<file path="src/rtl/mips_pkg.sv">
// Shared constants for the Phase 2 MIPS datapath: default widths, MEM/WB payload
// width and the skid-buffer occupancy encoding.
package mips_pkg;

    localparam int unsigned DEF_DATA_W = 32;
    localparam int unsigned DEF_ADDR_W = 5;
    localparam int unsigned DEF_CNT_W  = 32;

    // {mem_to_reg, reg_write, wr_addr, alu_result, mem_data}
    function automatic int unsigned payload_w(input int unsigned addr_w,
                                              input int unsigned data_w);
        return 2 + addr_w + 2 * data_w;
    endfunction

    localparam int unsigned PAYLOAD_W = payload_w(DEF_ADDR_W, DEF_DATA_W);

    // Occupancy encoded as {skid_valid, main_valid}
    localparam logic [1:0] ST_EMPTY = 2'b00;
    localparam logic [1:0] ST_ONE   = 2'b01;
    localparam logic [1:0] ST_FULL  = 2'b11;

endpackage

</file>
<file path="src/rtl/skid_buffer.sv">
// Two-entry valid/ready skid buffer. in_ready comes straight from a flop, so the
// downstream ready never reaches the upstream combinationally.
module skid_buffer
    import mips_pkg::*;
#(
    parameter int unsigned PAYLOAD_W = mips_pkg::PAYLOAD_W
) (
    input  logic                 clk,
    input  logic                 rst_n,
    input  logic                 flush,
    input  logic                 in_valid,
    output logic                 in_ready,
    input  logic [PAYLOAD_W-1:0] in_data,
    output logic                 out_valid,
    input  logic                 out_ready,
    output logic [PAYLOAD_W-1:0] out_data
);

    logic                 m_valid_q, m_valid_d;
    logic                 s_valid_q, s_valid_d;
    logic [PAYLOAD_W-1:0] m_data_q, m_data_d;
    logic [PAYLOAD_W-1:0] s_data_q;
    logic                 m_load, s_load;
    logic                 accept, fire;
    logic [1:0]           state;

    assign state     = {s_valid_q, m_valid_q};
    assign in_ready  = ~s_valid_q;
    assign out_valid = m_valid_q;
    assign out_data  = m_data_q;
    assign accept    = in_valid & in_ready;
    assign fire      = m_valid_q & out_ready;

    always_comb begin
        m_valid_d = m_valid_q;
        s_valid_d = s_valid_q;
        m_data_d  = in_data;
        m_load    = 1'b0;
        s_load    = 1'b0;
        if (flush) begin
            // Offered input is dropped; a concurrent fire is still seen downstream.
            m_valid_d = 1'b0;
            s_valid_d = 1'b0;
        end else begin
            case (state)
                ST_EMPTY: begin
                    if (accept) begin
                        m_load    = 1'b1;
                        m_valid_d = 1'b1;
                    end
                end
                ST_ONE: begin
                    if (accept && fire) begin
                        m_load = 1'b1;
                    end else if (accept) begin
                        s_load    = 1'b1;
                        s_valid_d = 1'b1;
                    end else if (fire) begin
                        m_valid_d = 1'b0;
                    end
                end
                ST_FULL: begin
                    if (fire) begin
                        m_load    = 1'b1;
                        m_data_d  = s_data_q;
                        s_valid_d = 1'b0;
                    end
                end
                default: begin
                    // Skid valid without main valid is unreachable; recover to empty.
                    m_valid_d = 1'b0;
                    s_valid_d = 1'b0;
                end
            endcase
        end
    end

    always_ff @(posedge clk or negedge rst_n) begin
        if (!rst_n) begin
            m_valid_q <= 1'b0;
            s_valid_q <= 1'b0;
            m_data_q  <= '0;
            s_data_q  <= '0;
        end else begin
            m_valid_q <= m_valid_d;
            s_valid_q <= s_valid_d;
            if (m_load) begin
                m_data_q <= m_data_d;
            end
            if (s_load) begin
                s_data_q <= in_data;
            end
        end
    end

endmodule

</file>
<file path="src/rtl/mem_wb_stage.sv">
// MEM/WB pipeline register: buffers memory-stage results in a skid buffer, drives the
// writeback mux and register-file write port, and counts retired instructions.
module mem_wb_stage
    import mips_pkg::*;
#(
    parameter int unsigned DATA_W = mips_pkg::DEF_DATA_W,
    parameter int unsigned ADDR_W = mips_pkg::DEF_ADDR_W,
    parameter int unsigned CNT_W  = mips_pkg::DEF_CNT_W
) (
    input  logic              clk,
    input  logic              rst_n,
    input  logic              flush,
    input  logic              in_valid,
    output logic              in_ready,
    input  logic              in_mem_to_reg,
    input  logic              in_reg_write,
    input  logic [ADDR_W-1:0] in_wr_addr,
    input  logic [DATA_W-1:0] in_alu_result,
    input  logic [DATA_W-1:0] in_mem_data,
    output logic              out_valid,
    input  logic              out_ready,
    output logic              sel,
    output logic [DATA_W-1:0] int0,
    output logic [DATA_W-1:0] int1,
    output logic [ADDR_W-1:0] wr_addr,
    output logic              reg_write,
    output logic [CNT_W-1:0]  retired
);

    localparam int unsigned PW = payload_w(ADDR_W, DATA_W);

    logic [PW-1:0]    in_payload;
    logic [PW-1:0]    out_payload;
    logic             main_reg_write;
    logic [CNT_W-1:0] retired_q;

    assign in_payload = {in_mem_to_reg, in_reg_write, in_wr_addr, in_alu_result, in_mem_data};

    skid_buffer #(
        .PAYLOAD_W (PW)
    ) u_skid (
        .clk       (clk),
        .rst_n     (rst_n),
        .flush     (flush),
        .in_valid  (in_valid),
        .in_ready  (in_ready),
        .in_data   (in_payload),
        .out_valid (out_valid),
        .out_ready (out_ready),
        .out_data  (out_payload)
    );

    assign {sel, main_reg_write, wr_addr, int0, int1} = out_payload;

    // Stale payloads stay on the mux lines; only the write enable is qualified.
    assign reg_write = main_reg_write & out_valid;

    always_ff @(posedge clk or negedge rst_n) begin
        if (!rst_n) begin
            retired_q <= '0;
        end else if (out_valid && out_ready) begin
            retired_q <= retired_q + CNT_W'(1);
        end
    end

    assign retired = retired_q;

endmodule

</file>
<file path="config.mk">
export PLATFORM = sky130hd
export DESIGN_NAME = mem_wb_stage
export DESIGN_NICKNAME = d
export VERILOG_FILES = /design/src/rtl/mips_pkg.sv /design/src/rtl/skid_buffer.sv /design/src/rtl/mem_wb_stage.sv
export SDC_FILE = /design/constraint.sdc
export NUM_CORES = 1
export LEC_CHECK = 0
export BUFFER_PORTS_ARGS = -buffer_cell sky130_fd_sc_hd__buf_2
export CAP_MARGIN = 10
export CORE_MARGIN = 3
export CORE_UTILIZATION = 50
export DETAILED_ROUTE_END_ITERATION = 10
export GPL_TIMING_DRIVEN = 0
export PLACE_DENSITY = 0.74
export SYNTH_ARGS = -nofsm -noshare
export SYNTH_HDL_FRONTEND = slang
export SYNTH_SLANG_ARGS = --single-unit
export TNS_END_PERCENT = 10
</file>
<file path="constraint.sdc">
create_clock -name clk -period 2.11 [get_ports clk]
set_input_delay 0.211 -clock clk [delete_from_list [all_inputs] [get_ports clk]]
set_output_delay 0.211 -clock clk [all_outputs]
set_load 0.1 [all_outputs]
</file>
# Word level (Yosys, flattened, before mapping)
# Cells that the tools add are included.
# word_totals
romBits,0
register_bits,176
n_memories,0
ramBits,0
output_inout_bits,105
latchBits,0
wordCells,45
# op_classes
eq_ne,10
n_lt_le_gt_ge,0
n_addsub,1
multipliers,0
n_bitwise,4
n_mux,20
div,0
n_reduce_logical,5
shifts,0
# ops
cell,count
two-way mux 71 bit,3
"adder 32 x 1 -> 32 bit, second input constant",1
two-way mux 1 bit,14
"inequality test 3 x 2 -> 1 bit, second input constant",4
case mux 1 bit (3 select lines),3
"inequality test 3 bit, second input constant",2
AND reduction 5 bit,1
"inequality test 2 bit, second input constant",2
AND reduction 4 bit,1
AND 1 bit,3
"equality test 2 x 1 -> 1 bit, second input constant",1
"equality test 2 bit, second input constant",1
logical AND 1 bit,2
logical NOT 2 bit,1
inverter 1 bit,1

# Depth between registers and ports, before layout
# Gate-level depths: netlist of run 1.
# depth
word_depth,6
depth_mapped,6
mapped_depth_nobuf,5

# Cells and area by module
# Synthesis of run 1 repeated with hierarchy kept, for this count alone.
# hier_totals
hier_cells,514
hier_area_um2,7753.7
# by_module_without_submodules
module,cells_each,area_each_um2,seq_area_each_um2,instances
skid_buffer,390,6233.5,3603.5,1
mem_wb_stage,124,1520.2,800.8,1

# Worst setup path after synthesis of run 1
# OpenSTA, ideal clock, no wires.
# synth_path
kind,reg-to-reg
start,"reg retired_q[4], in the netlist retired[4]"
end,"reg retired_q[16], in the netlist retired[16]"
arrival_ns,2.261
setup_slack_ns,-0.310
required_ns,1.951
setup_ns,0.159
stages_incl_launch_ff,5
n_path_buf,0
cell_sequence,dfrtp_1 nand3_1 nor4_2 nand4_1 xnor2_1
# synth_between
elab_chain_len,1
# synth_lines
item,line_no,source
from (decl),mem_wb_stage.sv:35,logic [CNT_W-1:0] retired_q;
from (signal assigned),mem_wb_stage.sv:62,retired_q <= retired_q + CNT_W'(1);
adder 32 x 1 -> 32 bit,mem_wb_stage.sv:62,
# Every way passes these cells.
# A chain may end at the register's enable or synchronous reset.

# Worst setup path after layout of run 1
# layout_path
start,"reg u_skid.m_valid_q, in the netlist u_skid.out_valid"
end,"reg u_skid.m_data_q[0], in the netlist u_skid.out_data[0]"
# layout_between
elab_chain_len,5
# layout_lines
item,line_no,source
from (decl),skid_buffer.sv:19,"logic m_valid_q, m_valid_d;"
from (signal assigned),skid_buffer.sv:85,m_valid_q <= m_valid_d;
AND 1 bit,skid_buffer.sv:32,assign fire = m_valid_q & out_ready;
logical AND 1 bit,skid_buffer.sv:53,if (accept && fire) begin
two-way mux 1 bit,skid_buffer.sv:53,
case mux 1 bit (3 select lines),skid_buffer.sv:45,case (state)
two-way mux 1 bit,skid_buffer.sv:40,if (flush) begin
to (signal assigned),skid_buffer.sv:88,m_data_q <= m_data_d;
to (decl),skid_buffer.sv:21,"logic [PAYLOAD_W-1:0] m_data_q, m_data_d;"
# Several ways; a longest one is shown, not always the timed one.

==> results.ini, run 1 <==
[worst_setup_path]
endpoint_kind=flip-flop
critical_path.top_delay_family=buffers and inverters
cpMaxStageDelayCell=dfrtp_2
crit_type=flip-flop to flip-flop
crit_chain=nor2b_2, a2111oi_4, buf_2, buf_1, a21oi_1
required_ns=2.39
reg2reg_depth=5
cp_max_fo=10
cp_num_buf_inv=2
arrival_ns=2.31
cp_slowest_stage_delay_ns=0.47
start_kind=flip-flop
crit_cells=5

[synth]
syn-num-nets=735
synthAdderAreaFrac_pct=0.151
synth-edff-count=0
synth_top_family_by_area=multiplexers
synthSimpleGateAreaFrac_pct=7.42
async_reset_ff_share_pct=100
synthMuxAreaShare_pct=21.6
yosys_most_used_dff=dfrtp_1
netlist_top_cells_area=dfrtp_1 53%, mux2_4 13%, mux2i_1 8.6%, buf_4 6.3%, a21oi_1 4.4%
synth_area_leader_cell=dfrtp_1
synth_xor_area_share_pct=3.29
syn_area_per_cell_sq_um=12.6
ys_warn_count=0
ys_ff_latch=176
yosysSeqAreaShare_pct=53.3
yosys.area.top_type_share_pct=53.3
netlist_area_sq_um=8260
syn_inst=658
synth_cell_types=32
synth-compound-area-share_pct=4.79

[route]
vias=5352
viasPerCell=4.92
drc=0
wirelength_microns=17700
first_pass_iters=4
drtIter0Drc=195
ant_nets=0
wl_per_cell_microns=16.3

[timing]
fin_crit_sh_pct=96.3
min_period_ns=2.03
finalSetupViolCount=0
finalMaxSlewViolations=0
whs_ns=0.0260
hold_violations=0
grt_setup_unrepaired=true
tightest_slew_ns=0.937
max_freq_ghz=0.492
worst_clock_skew_ns=0.0132
slew_headroom_pct=37.1

[final_layout]
multiInputGateArea_sq_um=3090
seqCellArea_sq_um=4430
layout.cells.non_filler=1088
final_cell_mix=192 x buf_2, 154 x dfrtp_1, 77 x nor2_1, 72 x a21oi_1, 71 x mux2i_1
final_common_cell=buf_2
fillers=1319
area_delta_synth_final_pct=23.1
nNetsFinal=936
diodes=0
drive_gt1_share_pct=46.3

[clocking]
cts-buffers-inserted=17
clock_latency_ns=0.43
h-tree-depth=4
root_buffer=clkbuf_16
clockBufferDepth=2
cts_tree=built
cts.sinks=176
path_clk_slew_ns=0.07

[placed_design]
gp_congestion=0.796
hpwl_microns=12100
place.port_buffers=180
place_inst=1055

[floorplan]
die_w_microns=135
die_height_microns=135
core_sq_um=16000
dieArea_sq_um=18100
io_pins=181
start_util_pct=51.6
fp-row-count=46

[global_routing]
antenna_found_initial=1
overflow=0
grt_first_pass_wirelength_microns=29500
grt_pass1_vias=5652
gr-usage-all-layers_pct=20.5
grt_max_degree=98

[power_and_ir_drop]
combPwrFrac_pct=33.7
p_int_mw=7.28
p_sw_share_pct=38.3
net-switching-power_mw=4.51
leakage_nw=5.48
peakVddDrop_v=0.000715
power_frac_clock_pct=28.8
power.density_nw_per_um2=1160
seqPwrFrac_pct=37.5

[worst_hold_path]
hold_class=input pin to flip-flop
whs_path_depth=2

[flow_run]
maxCapViolCount=0

[status]
status=finished, final reports clean

-- synth_stat cells (all sizes together) (3+ instances only) --
master	instances
nand2	9
and3	8
nor2	77
xor2	6
and4	3
clkbuf	8
buf	92
xnor2	25
dfrtp	176
nand4	9
mux2i	71
mux2	72
inv	3
a21oi	72
nor4	3
nand3	16
-- cell families (layout without fill, tap and decap cells) --
logic type	after synthesis	count (layout)
xor+xnor	31	31
compound gates	74	74
flops	176	176
fa+ha+maj	1	1
mux	143	143
simple gates	130	130
buf+inv	103	317
-- flip-flops by register name (all words and copies together), names as in the netlist --
name,count
u_skid.out_data,71
u_skid.s_valid_q,1
u_skid.out_valid,1
u_skid.s_data_q,71
retired,32
-- final timing paths --
path                                   from                  end  slack (ns)
setup / recovery           u_skid.out_valid   u_skid.out_data[0]        0.08
hold / removal              in_mem_data[31]  u_skid.s_data_q[31]        0.03
hold reg to reg                 retired[12]          retired[12]        0.47
min in group asynchronous             rst_n  u_skid.out_data[35]        0.35
setup reg to reg           u_skid.out_valid   u_skid.out_data[0]        0.08
max in group asynchronous             rst_n  u_skid.s_data_q[18]        0.89
-- area by class of cell --
class	instances	area share, %
inverter	3	0.148
clock inverter	11	1.74
tap	216	2.66
clock buffer	21	4.53
sequential	176	43.6
buffer	99	7.57
multi-input combinational	379	30.4
timing repair buffer	183	9.40
-- layer usage --
metal	wire length, microns	vias up	part of all wire (%)	global-route usage, %
met5	7	-	0.039	0
met3	924	24	5.2	5.48
li1	-	2599	-	-
met4	274	2	1.5	6.22
met1	7920	2611	45	27.0
met2	8620	116	49	33.6
-- power groups by stage --
stage / registers [mW] / logic [mW] / clock network [mW]
after detailed placement: 4.47 / 3.99 / 0
after floorplan: 4.78 / 2.98 / 0
final: 4.43 / 3.97 / 3.40
after global placement: 4.44 / 3.94 / 0
after global routing: 4.52 / 4.16 / 3.60
after CTS: 4.42 / 4.00 / 3.46
-- worst register-to-register path: cells and delay by family (launching register included) --
kind            cells  cell delay [ns]
compound gates      2             0.49
buf+inv             2             0.74
flops               1             0.47
simple gates        1             0.20
-- metrics by stage --
stage	total power [mW]	utilization (%)	setup TNS (ns)	cell area, sq um	setup slack (ns)
finish	11.8	63.5	0	10200	0.0777
global route	12.3	63.5	-1.13	10200	-0.0685
CTS	11.9	63.5	0	10200	0.0299
detailed placement	8.46	59.4	-18.12	9500	-0.307
global placement	8.38	59.1	-383.48	9460	-2.36
floorplan	7.77	-	-1.35	8290	-0.0193
-- timing repair --
| item | in CTS | in global routing |
|---|---|---|
| pin swaps | 1 | 0 |
| buffers inserted | 1 | 0 |
| endpoints found under the setup margin | 71 | 43 |
| hold endpoints to repair | 79 | 0 |
| hold buffers | 1 | 0 |
| resized for setup | 4 | 3 |
Power figures use the tool's default switching activity.
==> run 2, diff against run 1 <==
==> constraint.sdc (replaced) <==
create_clock -name clk -period 2.11 [get_ports clk]
set_input_delay 0.1055 -clock clk [delete_from_list [all_inputs] [get_ports clk]]
set_output_delay 0.1055 -clock clk [all_outputs]
set_load 0.1 [all_outputs]
==> results.ini, run 2 (synthesis results as in run 1) <==
[status]
status=finished, final reports clean

[floorplan]
fp-row-count=46
die_w_microns=135
io_pins=181
start_util_pct=51.6
dieArea_sq_um=18100
die_height_microns=135
core_sq_um=16000

[timing]
min_period_ns=2.04
worst_clock_skew_ns=0.0129
finalMaxSlewViolations=0
setup_ws_ns=0.0656
slew_headroom_pct=37.5
whs_ns=0.0791
grt_setup_unrepaired=true
finalSetupViolCount=0
fin_crit_sh_pct=96.9
hold_violations=0
tightest_slew_ns=0.930
max_freq_ghz=0.489

[clocking]
h-tree-depth=4
root_buffer=clkbuf_16
clockBufferDepth=2
clock_latency_ns=0.43
cts-buffers-inserted=17
path_clk_slew_ns=0.06
cts.sinks=176
cts_tree=built

[global_routing]
gr-usage-all-layers_pct=21.9
grt_pass1_vias=6132
grt_first_pass_wirelength_microns=31600
overflow=0
antenna_found_initial=0
grt_max_degree=98

[final_layout]
final_common_cell=buf_2
area_delta_synth_final_pct=32.1
layout.cells.non_filler=1162
final_cell_mix=192 x buf_2, 154 x dfrtp_1, 77 x nor2_1, 75 x dlygate4sd3_1, 72 x a21oi_1
fillers=1214
nNetsFinal=1010
diodes=0
drive_gt1_share_pct=42.8

[route]
wirelength_microns=19000
first_pass_iters=5
drc=0
ant_nets=0
wl_per_cell_microns=16.3
drtIter0Drc=245
viasPerCell=4.95
vias=5757

[placed_design]
place.port_buffers=180
place_inst=1055
gp_congestion=0.796
hpwl_microns=12100
place_ws_ns=-0.307

[worst_setup_path]
required_ns=2.39
arrival_ns=2.32
crit_type=flip-flop to flip-flop
cp_max_fo=10
start_kind=flip-flop
endpoint_kind=flip-flop

[power_and_ir_drop]
peakVddDrop_v=0.000856
leakage_nw=5.80
power.density_nw_per_um2=1090

[worst_hold_path]
hold_class=input pin to flip-flop

[flow_run]
maxCapViolCount=0

## run 2: cell count changes in the layout (fill, tap and decap cells not counted)
cell           previous run  this run
clkbuf_1                  8         7
clkbuf_2                  1         2
dlygate4sd3_1             1        75
## run 2: what timing repair did
item | 4_1_cts | 5_1_grt
setup endpoints to repair | 71 | 42
resized for setup | 4 | 5
setup buffers | 1 | 0
pin swaps | 1 | 0
hold buffers | 75 | 0
hold endpoints to repair | 180 | 0
## run 2: area by class of cell
| type | instances | area, sq um | area share [%] |
|---|---|---|---|
| sequential | 176 | 4430 | 40.6 |
| tap | 216 | 270 | 2.48 |
| inverter | 3 | 15.0 | 0.138 |
| buffer | 99 | 771 | 7.07 |
| multi-input combinational | 379 | 3090 | 28.3 |
| clock inverter | 11 | 176 | 1.62 |
| clock buffer | 21 | 460 | 4.22 |
| timing repair buffer | 257 | 1700 | 15.6 |
## run 2: critical path, stage by stage (launching register included)
cell and delay (ns):
dfrtp_2 0.47, nor2b_2 0.19, a2111oi_4 0.34, buf_2 0.31, buf_1 0.44, a21oi_1 0.15
## run 2: power by group
group          switching [mW]  leakage, nW  internal, mW
Clock                    1.32        0.308          2.06
Combinational            2.82         3.41          1.28
Sequential              0.403         2.08          4.03
## run 2: metrics by stage
| stage | TNS, ns | instance area [sq um] | total power, mW | util [%] |
|---|---|---|---|---|
| after detailed placement | -18.12 | 9500 | 8.46 | 59.4 |
| after CTS | 0 | 10900 | 12.0 | 68.1 |
| after global routing | -0.806 | 10900 | 12.4 | 68.2 |
| final | 0 | 10900 | 11.9 | 68.2 |
| after floorplan | -1.35 | 8290 | 7.77 | - |
| after global placement | -364.91 | 9460 | 8.38 | 59.1 |
## run 2: layer usage
metal | part of all wire (%) | GRT usage [%] | up-vias
met5 | 0 | 0 | -
met2 | 51 | 37.3 | 139
li1 | - | - | 2746
met4 | 1.5 | 6.50 | 0
met3 | 4.2 | 4.73 | 25
met1 | 44 | 28.3 | 2847
## run 2: worst paths after layout
path / start / to / slack, ns / cells past startpoint
max: u_skid.out_valid / u_skid.out_data[0] / 0.07 / 5
min: in_valid / u_skid.s_valid_q / 0.08 / 3
max reg2reg: u_skid.out_valid / u_skid.out_data[0] / 0.07 / 5
min reg2reg: retired[12] / retired[12] / 0.48 / 1
max in group asynchronous: rst_n / u_skid.s_data_q[60] / 0.97 / 3
min in group asynchronous: rst_n / u_skid.out_data[35] / 0.26 / 2
==> run 3, diff against run 2 <==
PLACE_DENSITY = 0.84   (was 0.74)
==> results.ini, run 3 (synthesis results as in run 1) <==
[status]
status=finished, final reports clean

[final_layout]
seqCellArea_sq_um=4430
final_cell_mix=192 x buf_2, 154 x dfrtp_1, 77 x nor2_1, 75 x dlygate4sd3_1, 72 x a21oi_1
area_delta_synth_final_pct=31.5
multiInputGateArea_sq_um=3090
drive_gt1_share_pct=43.5
fillers=1156
nNetsFinal=1011
diodes=0
final_common_cell=buf_2

[power_and_ir_drop]
leakage_nw=5.78
combPwrFrac_pct=35.5
p_int_mw=7.07
seqPwrFrac_pct=38.1
net-switching-power_mw=4.60
p_sw_share_pct=39.4
power.density_nw_per_um2=1070
power_frac_clock_pct=26.4
finalPower_mw=11.7
peakVddDrop_v=0.000756

[route]
wirelength_microns=19700
ant_nets=0
wl_per_cell_microns=16.9
vias=5806
viasPerCell=4.99
first_pass_iters=4
drc=0
drtIter0Drc=259

[timing]
tightest_slew_ns=0.970
grt_setup_unrepaired=false
finalSetupViolCount=0
max_freq_ghz=0.503
finalMaxSlewViolations=0
slew_headroom_pct=34.8
min_period_ns=1.99
hold_violations=0
fin_crit_sh_pct=94.3
worst_clock_skew_ns=0.00939
setup_ws_ns=0.120

[clocking]
cts_tree=built
h-tree-depth=4
clockBufferDepth=2
path_clk_slew_ns=0.07
cts.sinks=176
cts-buffers-inserted=17
clock_latency_ns=0.42
root_buffer=clkbuf_16

[floorplan]
die_height_microns=135
die_w_microns=135
io_pins=181
dieArea_sq_um=18100
fp-row-count=46
start_util_pct=51.6
core_sq_um=16000

[worst_setup_path]
critical_path.startpoint=u_skid.out_valid
rrSetupSlack_ns=0.12
crit_type=flip-flop to flip-flop
r2r-start=u_skid.out_valid
start_kind=flip-flop
endpoint_kind=flip-flop
arrival_ns=2.33
cp_max_fo=10
required_ns=2.45

[placed_design]
hpwl_microns=12700
place.port_buffers=180
place_ws_ns=-0.370
gp_congestion=0.786

[global_routing]
grt_max_degree=105
grt_pass1_vias=6310
antenna_found_initial=0
overflow=0
grt_first_pass_wirelength_microns=31700
gr-usage-all-layers_pct=21.9

[worst_hold_path]
hold_start=in_valid
hold_class=input pin to flip-flop

[flow_run]
maxCapViolCount=0

[run 3: changes by cell type in the layout (fill, tap and decap cells not counted), sizes merged]
cell | previous run | this run
bufinv | 4 | 2
buf | 274 | 273
clkinvlp | 2 | 5
clkinv | 4 | 5
[run 3: layout make-up]
type                            count  area share, %
Multi-Input combinational cell    379           28.4
Tap cell                          216           2.49
Clock buffer                       19           3.99
Clock inverter                     13           1.28
Sequential cell                   176           40.8
Timing Repair Buffer              258           15.7
Inverter                            3          0.138
Buffer                             99           7.17
[run 3: per-stage QoR]
step	hold slack (ns)	util (%)	std cells	cell area [sq um]	setup TNS, ns
floorplan	-0.190	-	658	8290	-1.35
detailed placement	0.108	59.4	1055	9500	-20.19
finish	0.0742	67.9	1163	10900	0
global placement	0.348	59.1	1054	9460	-362.94
CTS	0.0764	67.7	1163	10800	0
global route	0.0881	67.9	1163	10900	0
[run 3: final timing paths]
| check | end | depth (start not counted) |
|---|---|---|
| max in group asynchronous | u_skid.s_data_q[44] | 3 |
| min in group asynchronous | u_skid.out_data[64] | 2 |
| worst min-delay path | u_skid.s_valid_q | 3 |
| worst max register to register | u_skid.out_data[15] | 6 |
| worst max-delay path | u_skid.out_data[15] | 6 |
| worst min register to register | retired[11] | 1 |
[run 3: per-layer routing]
metal  vias up  routed length, microns  global-route usage [%]
met5         -                       0                       0
met4         0                     356                    6.11
met3        28                     900                    5.03
met2       153                    9710                    36.8
met1      2879                    8690                    28.8
li1       2746                       -                       -
[run 3: power by group through the flow]
stage	combinational (mW)	clock (mW)	sequential, mW
finish	4.14	3.08	4.44
global route	4.31	3.27	4.52
CTS	4.13	3.13	4.43
detailed placement	4.00	0	4.48
global placement	3.94	0	4.44
floorplan	2.98	0	4.78
[run 3: repair_timing]
action | in CTS | in global routing
setup buffers | 2 | 0
hold buffers | 75 | 0
pin swaps | 1 | 0
setup endpoints to repair | 71 | 54
hold endpoints to repair | 153 | 0
gates resized for setup | 4 | 15
[run 3: worst max-delay path, cell delays in order (launching register included)]
cell	delay [ns]
dfrtp_2	0.47
nor2b_2	0.19
a2111oi_4	0.40
buf_4	0.20
clkbuf_1	0.38
nor2_1	0.11
a21oi_1	0.17
